File: src/rtl/driver_cmd_issuer.sv
// rtl/driver_cmd_issuer.sv - host-side command issuer producing timed strobe/select/fire signals for the dot driver core
module driver_cmd_issuer #(
  parameter int MEM_ADDRESS_LENGTH = 6,
  parameter int SETUP_CYCLES       = 2,
  parameter int STROBE_CYCLES      = 4,
  parameter int HOLD_CYCLES        = 2,
  parameter int CNT_WIDTH          = 16
) (
  input  logic                          clock,
  input  logic                          reset_n,
  input  logic                          cmd_valid,
  output logic                          cmd_ready,
  input  logic [1:0]                    cmd_op,
  input  logic [9:0]                    cmd_addr,
  input  logic [15:0]                   cmd_data,
  input  logic                          fire_abort,
  output logic [9:0]                    mem_address_a,
  output logic                          mem_write_n_a,
  output logic [MEM_ADDRESS_LENGTH-1:0] row_select_a,
  output logic [MEM_ADDRESS_LENGTH-1:0] col_select_a,
  output logic [15:0]                   data_in_a,
  output logic                          row_col_select_a,
  output logic                          output_active_a,
  output logic                          inverter_select_a,
  output logic                          busy,
  output logic                          fire_done
);

  localparam logic [1:0] OP_WRITE  = 2'd0;
  localparam logic [1:0] OP_SELECT = 2'd1;
  localparam logic [1:0] OP_FIRE   = 2'd2;

  typedef enum logic [2:0] {IDLE, SETUP, STROBE, HOLD, FIRE} state_t;

  state_t               state_q, state_d;
  logic [CNT_WIDTH-1:0] cnt_q, cnt_d;
  logic                 done_d;
  logic                 accept;

  assign cmd_ready = (state_q == IDLE);
  assign busy      = (state_q != IDLE);
  assign accept    = cmd_valid && (state_q == IDLE);

  // The counter holds the remaining cycles minus one for the current phase.
  always_comb begin
    state_d = state_q;
    cnt_d   = cnt_q;
    done_d  = 1'b0;
    case (state_q)
      IDLE: begin
        if (accept) begin
          case (cmd_op)
            OP_WRITE: begin
              state_d = SETUP;
              cnt_d   = CNT_WIDTH'(SETUP_CYCLES - 1);
            end
            OP_SELECT: begin
              state_d = HOLD;
              cnt_d   = CNT_WIDTH'(HOLD_CYCLES - 1);
            end
            OP_FIRE: begin
              if (cmd_data == 16'd0) begin
                done_d = 1'b1;
              end else begin
                state_d = FIRE;
                cnt_d   = CNT_WIDTH'(cmd_data - 16'd1);
              end
            end
            default: ;
          endcase
        end
      end
      SETUP: begin
        if (cnt_q == '0) begin
          state_d = STROBE;
          cnt_d   = CNT_WIDTH'(STROBE_CYCLES - 1);
        end else begin
          cnt_d = cnt_q - 1'b1;
        end
      end
      STROBE: begin
        if (cnt_q == '0) begin
          state_d = HOLD;
          cnt_d   = CNT_WIDTH'(HOLD_CYCLES - 1);
        end else begin
          cnt_d = cnt_q - 1'b1;
        end
      end
      HOLD: begin
        if (cnt_q == '0) state_d = IDLE;
        else             cnt_d = cnt_q - 1'b1;
      end
      FIRE: begin
        // Abort and natural expiry share one exit so a coincident abort yields a single done.
        if (fire_abort || cnt_q == '0) begin
          state_d = IDLE;
          done_d  = 1'b1;
        end else begin
          cnt_d = cnt_q - 1'b1;
        end
      end
      default: state_d = IDLE;
    endcase
  end

  always_ff @(posedge clock or negedge reset_n) begin
    if (!reset_n) begin
      state_q           <= IDLE;
      cnt_q             <= '0;
      mem_address_a     <= '0;
      data_in_a         <= '0;
      row_select_a      <= '0;
      col_select_a      <= '0;
      row_col_select_a  <= 1'b0;
      inverter_select_a <= 1'b0;
      mem_write_n_a     <= 1'b1;
      output_active_a   <= 1'b0;
      fire_done         <= 1'b0;
    end else begin
      state_q         <= state_d;
      cnt_q           <= cnt_d;
      mem_write_n_a   <= (state_d != STROBE);
      output_active_a <= (state_d == FIRE);
      fire_done       <= done_d;
      if (accept && cmd_op == OP_WRITE) begin
        mem_address_a <= cmd_addr;
        data_in_a     <= cmd_data;
      end
      if (accept && cmd_op == OP_SELECT) begin
        row_select_a      <= MEM_ADDRESS_LENGTH'(cmd_data[5:0]);
        col_select_a      <= MEM_ADDRESS_LENGTH'(cmd_data[11:6]);
        row_col_select_a  <= cmd_data[12];
        inverter_select_a <= cmd_data[13];
      end
    end
  end

endmodule

File: config.mk
export PLATFORM = sky130hd
export DESIGN_NAME = driver_cmd_issuer
export DESIGN_NICKNAME = d
export VERILOG_FILES = /design/src/rtl/driver_cmd_issuer.sv
export SDC_FILE = /design/constraint.sdc
export NUM_CORES = 1
export LEC_CHECK = 0
export CORE_MARGIN = 5
export CORE_UTILIZATION = 54
export DETAILED_ROUTE_END_ITERATION = 7
export GPL_ROUTABILITY_DRIVEN = 0
export PLACE_DENSITY = 0.81
export SLEW_MARGIN = 25
export SYNTH_ARGS = -nofsm -noshare
export SYNTH_HDL_FRONTEND = slang
export SYNTH_SLANG_ARGS = --single-unit
File: constraint.sdc
create_clock -name clock -period 3.47 [get_ports clock]
set_clock_uncertainty 0.1 [all_clocks]
set_input_delay 0.5205 -clock clock [delete_from_list [all_inputs] [get_ports clock]]
set_output_delay 0.5205 -clock clock [all_outputs]
set_load 0.05 [all_outputs]
== Word-level counts from Yosys, hierarchy flattened ==
Cells that the tools add are included.

* Register bits: 62
* Bits of input ports: 32
* Output and inout bits: 45
* Logic and storage cells: 59

* Add/sub/neg operators: 2
* Equality and inequality tests: 13
* Muxes and demuxes: 21
* Reductions and logical operators: 12

{| class="wikitable"
|+ Operator list
! cell !! count
|-
| 16-bit 2-to-1 mux || 6
|-
| 16-bit one-hot mux with 5 select lines || 1
|-
| 16-bit zero test || 2
|-
| 16-bit one-hot mux with 2 select lines || 1
|-
| 16-bit by 1-bit subtractor with 16-bit output (second input constant) || 2
|-
| 3-bit 2-to-1 mux || 6
|-
| 3-bit one-hot mux with 5 select lines || 1
|-
| 3-bit one-hot mux with 3 select lines || 1
|-
| 3-bit by 2-bit equality test with 1-bit output (second input constant) || 2
|-
| 3-bit equality test (second input constant) || 2
|-
| 3-bit by 2-bit != test with 1-bit output (second input constant) || 2
|-
| 6-bit AND reduction || 1
|-
| 5-bit nonzero test || 1
|-
| 1-bit 2-to-1 mux || 4
|-
| 2-bit != test (second input constant) || 2
|-
| 3-bit by 1-bit equality test with 1-bit output (second input constant) || 1
|-
| 1-bit logical AND || 3
|-
| 3-bit zero test || 1
|-
| 3-bit != test (second input constant) || 1
|-
| 3-bit nonzero test || 1
|-
| 2-bit by 1-bit equality test with 1-bit output (second input constant) || 1
|-
| 2-bit equality test (second input constant) || 1
|-
| 2-bit zero test || 1
|-
| 2-bit by 1-bit != test with 1-bit output (second input constant) || 1
|-
| other kinds (3) || 3
|}

== Longest topological paths before layout ==
* Depth after elaboration: 6
* Mapped depth: 10
* Depth with buffers taken out: 8

== Worst setup path before layout ==
Ideal clock, no wire load.

* Kind: register to register
* Start point: reg state_q[0]
* End point: reg col_select_a[5]
* Library setup time: 125 ps
* Arrival: 2510 ps
* Data required time: 3245 ps
* Slack: 736 ps
* Stages on the path, launching flop included: 7
* Path buffers: 2
* Clock period less this slack: 2734 ps
* Path through: dfrtp_1 > or3_1 > clkbuf_1 > inv_1 > nand3_1 > clkbuf_1 > mux2_2

* Word-level cells in the longest chain between the ends: 3

{| class="wikitable"
|+ Ends and longest elaborated chain
! item !! RTL line !! RTL
|-
| from (decl) || 35 || <nowiki>state_t state_q, state_d;</nowiki>
|-
| from (signal assigned) || 120 || <nowiki>state_q <= state_d;</nowiki>
|-
| 3-bit zero test || - ||
|-
| net cmd_ready || 12 || <nowiki>output logic cmd_ready,</nowiki>
|-
| 1-bit logical AND || 42 || <nowiki>assign accept = cmd_valid && (state_q == IDLE);</nowiki>
|-
| 1-bit logical AND || 129 || <nowiki>if (accept && cmd_op == OP_SELECT) begin</nowiki>
|-
| to (signal assigned) || 131 || <nowiki>col_select_a <= MEM_ADDRESS_LENGTH'(cmd_data[11:6]);</nowiki>
|-
| to (decl) || 20 || <nowiki>output logic [MEM_ADDRESS_LENGTH-1:0] col_select_a,</nowiki>
|}

The timed path passes the listed nets, and every way through them passes these cells.
A chain may end at the register's enable or synchronous reset.

== Worst setup path in the final report ==
* Start point: reg state_q[1]
* End point: out cmd_ready

* Word-level cells in the longest chain between the ends: 1

{| class="wikitable"
|+ Ends and longest elaborated chain
! item !! RTL line !! RTL
|-
| 3-bit zero test || 40 || <nowiki>assign cmd_ready = (state_q == IDLE);</nowiki>
|-
| to (decl) || 12 ||
|}

No other way between the ends.

==> out/results.ini <==
[run_status]
status = finished clean

[logic_synthesis]
synth-seq-cells = 62
synth_cells = 298
ys_seq_area_frac = 0.4717
async_flop_share = 1.000
syn-num-nets = 333
synth_ff_type = dfrtp_1
synth_cell_types = 50
syn_area_um2 = 3292
postSynthAreaPerCell_um2 = 11.05
yosysWarningCount = 0
synth_edf_count = 0

[timing]
period_needed_ns = 2.953
finalHoldViolCount = 0
slew_violations = 0
final.setup.tns_ns = 0
setup_slack_ns = 0.5175
relSlewSlack = 0.4433
finalCritPeriodShare = 0.8509
worst_pin_slew_ns = 0.8350
fmax_mhz = 338.7
setup_violations = 0
rsz0062_at_grt = false

[critical_path]
crit_chain = or3_1 > inv_1 > clkdlybuf4s50_1
cp.required_ns = 2.85
crit_fanout = 14
crit_arrival_ns = 2.33
crit_slowest_cell = clkdlybuf4s50_1
end_kind = output pin
path_buf_inv = 2
cpLargestDelayFamily = buffers and inverters
start_kind = flip-flop
critPathMaxStageDelay_ns = 0.81
criticalPathCategory = flip-flop to output pin

[drt]
ant_nets = 0
num_vias = 2717
drtIter0Drc = 237
drc_errors = 0
dr.pass1.iters = 4
wl_per_cell_um = 18.64
vias_per_cell = 5.998
routed_wl_um = 8446

[pwr]
ir_drop_uv = 303.5
power.leakage_uw = 0.001860
power_density_nw_per_um2 = 352.6
finalPower_uw = 1521

[cts]
holdBufCountCts = 0
cts_buffers = 9
cts.sinks = 62
clockBufferDepth = 2
h-tree-depth = 3
path_clk_slew_ns = 0.07
clock_latency_ns = 0.34
post_cts_buffers = 0
ctsResizeCount = 0
cts_tree = done
cts_root_buf = clkbuf_8

[placement]
hpwl_um = 6181
io_buffers = 76
pre_cts_ws_ns = 0.3582

[die]
die-width_um = 88.08
fp.dieArea_um2 = 7757
io_pins = 77
initial_core_util = 0.5560
fp.dieH_um = 88.08
fp-row-count = 28
coreArea_um2 = 5921

[final_layout]
final_cell_mix = 75 x clkdlybuf4s50_1, 61 x dfrtp_1, 39 x mux2_2, 16 x nand2_1
nets = 408
multi_input_area_um2 = 1585
insertedDiodeCount = 0
mostFrequentLayoutCell = clkdlybuf4s50_1
syn2layout_area_growth_pct = 31.01
nFillCells = 414
regArea_um2 = 1553
layout-drive-gt1-share = 0.1931

[global_route]
use_met1 = 0.2918
grt_use_total = 0.2339
grt.busiest_layer = met2
grt_pass1_wl_um = 13800
antenna_found_initial = 0
grt_max_degree = 37
gr-total-overflow = 0
grt_pass1_vias = 2847
met3_usage = 0.08561
grt_util_met2 = 0.3568

[flow_run]
maxCapViolCount = 0

[worst_hold_path]
hp-class = input port to async pin

-- sequential cells by signal, indices dropped and copies added, names as in the netlist, 3 cells and up --
| register | cells |
|---|---|
| col_select_a | 6 |
| cnt_q | 16 |
| data_in_a | 16 |
| row_select_a | 6 |
| state_q | 3 |
| mem_address_a | 10 |
-- per-stage QoR --
stage	hold WS, ns	cells	area [um^2]	util
2_1_floorplan	0.1249	298	3292	-
3_3_place_gp	0.3808	437	4090	0.6908
3_5_place_dp	0.3834	437	4090	0.6908
4_1_cts	0.1978	453	4313	0.7284
5_1_grt	0.2357	453	4313	0.7284
6_report	0.1768	453	4313	0.7284
-- per-layer routing --
metal	vias to the layer above	part of all wire
met3	29	0.086
met4	0	0.032
met1	1312	0.40
met2	117	0.48
li1	1259	-
met5	-	0
-- where the power goes --
group          switching (uW)  internal [uW]  total, uW
clock network             297            406        704
registers                   0            722        722
logic                    51.6           43.2       94.8
-- final timing paths --
check,cells after the start,end,slack (ns),start
max,3,cmd_ready,0.52,state_q[1]
min,1,cnt_q[3],0.18,reset_n
max reg2reg,8,cnt_q[7],0.64,cnt_q[0]
min reg2reg,2,row_select_a[1],0.40,row_select_a[1]
max in group asynchronous,3,data_in_a[6],2.10,reset_n
min in group clock,2,row_select_a[1],0.40,row_select_a[1]
-- cells in the mapped netlist (all sizes together), types with 2 or more instances --
cell / instances / share of area
inv: 12 / 0.014
o2bb2ai: 5 / 0.013
nor3: 13 / 0.020
clkbuf: 5 / 0.0057
a21oi: 7 / 0.011
o32ai: 4 / 0.011
xor2: 9 / 0.024
a22oi: 4 / 0.0091
xnor2: 6 / 0.016
ha: 3 / 0.011
and3: 3 / 0.0057
mux2: 39 / 0.13
a211oi: 3 / 0.0068
dfrtp: 61 / 0.46
o32a: 3 / 0.0091
buf: 13 / 0.027
nand4: 4 / 0.0076
nor4b: 3 / 0.014
and2: 2 / 0.0038
o211ai: 2 / 0.0046
nand2b: 2 / 0.0038
nor4: 8 / 0.025
a22o: 7 / 0.019
and4: 3 / 0.0080
nand2: 16 / 0.018
or3: 4 / 0.0076
nor2: 11 / 0.013
o21ai: 16 / 0.027
or4: 4 / 0.0091
o22ai: 7 / 0.013
nand3: 7 / 0.011
-- kinds of logic (layout without fill, tap and decap cells) --
| group | count (synthesis) | after routing | synth area share |
|---|---|---|---|
| muxes | 39 | 39 | 0.1334 |
| and+or+nand+nor | 84 | 84 | 0.1555 |
| buffers and inverters | 30 | 110 | 0.04675 |
| xor gates and xnor gates | 15 | 15 | 0.03991 |
| DFF | 62 | 62 | 0.4717 |
| AOI/OAI and AO/OA | 65 | 65 | 0.1414 |
| adders and majority gates | 3 | 3 | 0.01140 |
-- area by class of cell --
cell class	instances	share of cell area
clock buffers	9	0.02872
clock inverters	7	0.02292
inverters	12	0.01044
multi-input cells	206	0.3676
flip-flops and latches	62	0.3600
well taps	75	0.02176
repair buffers	82	0.1886
Power figures use the tool's default switching activity.
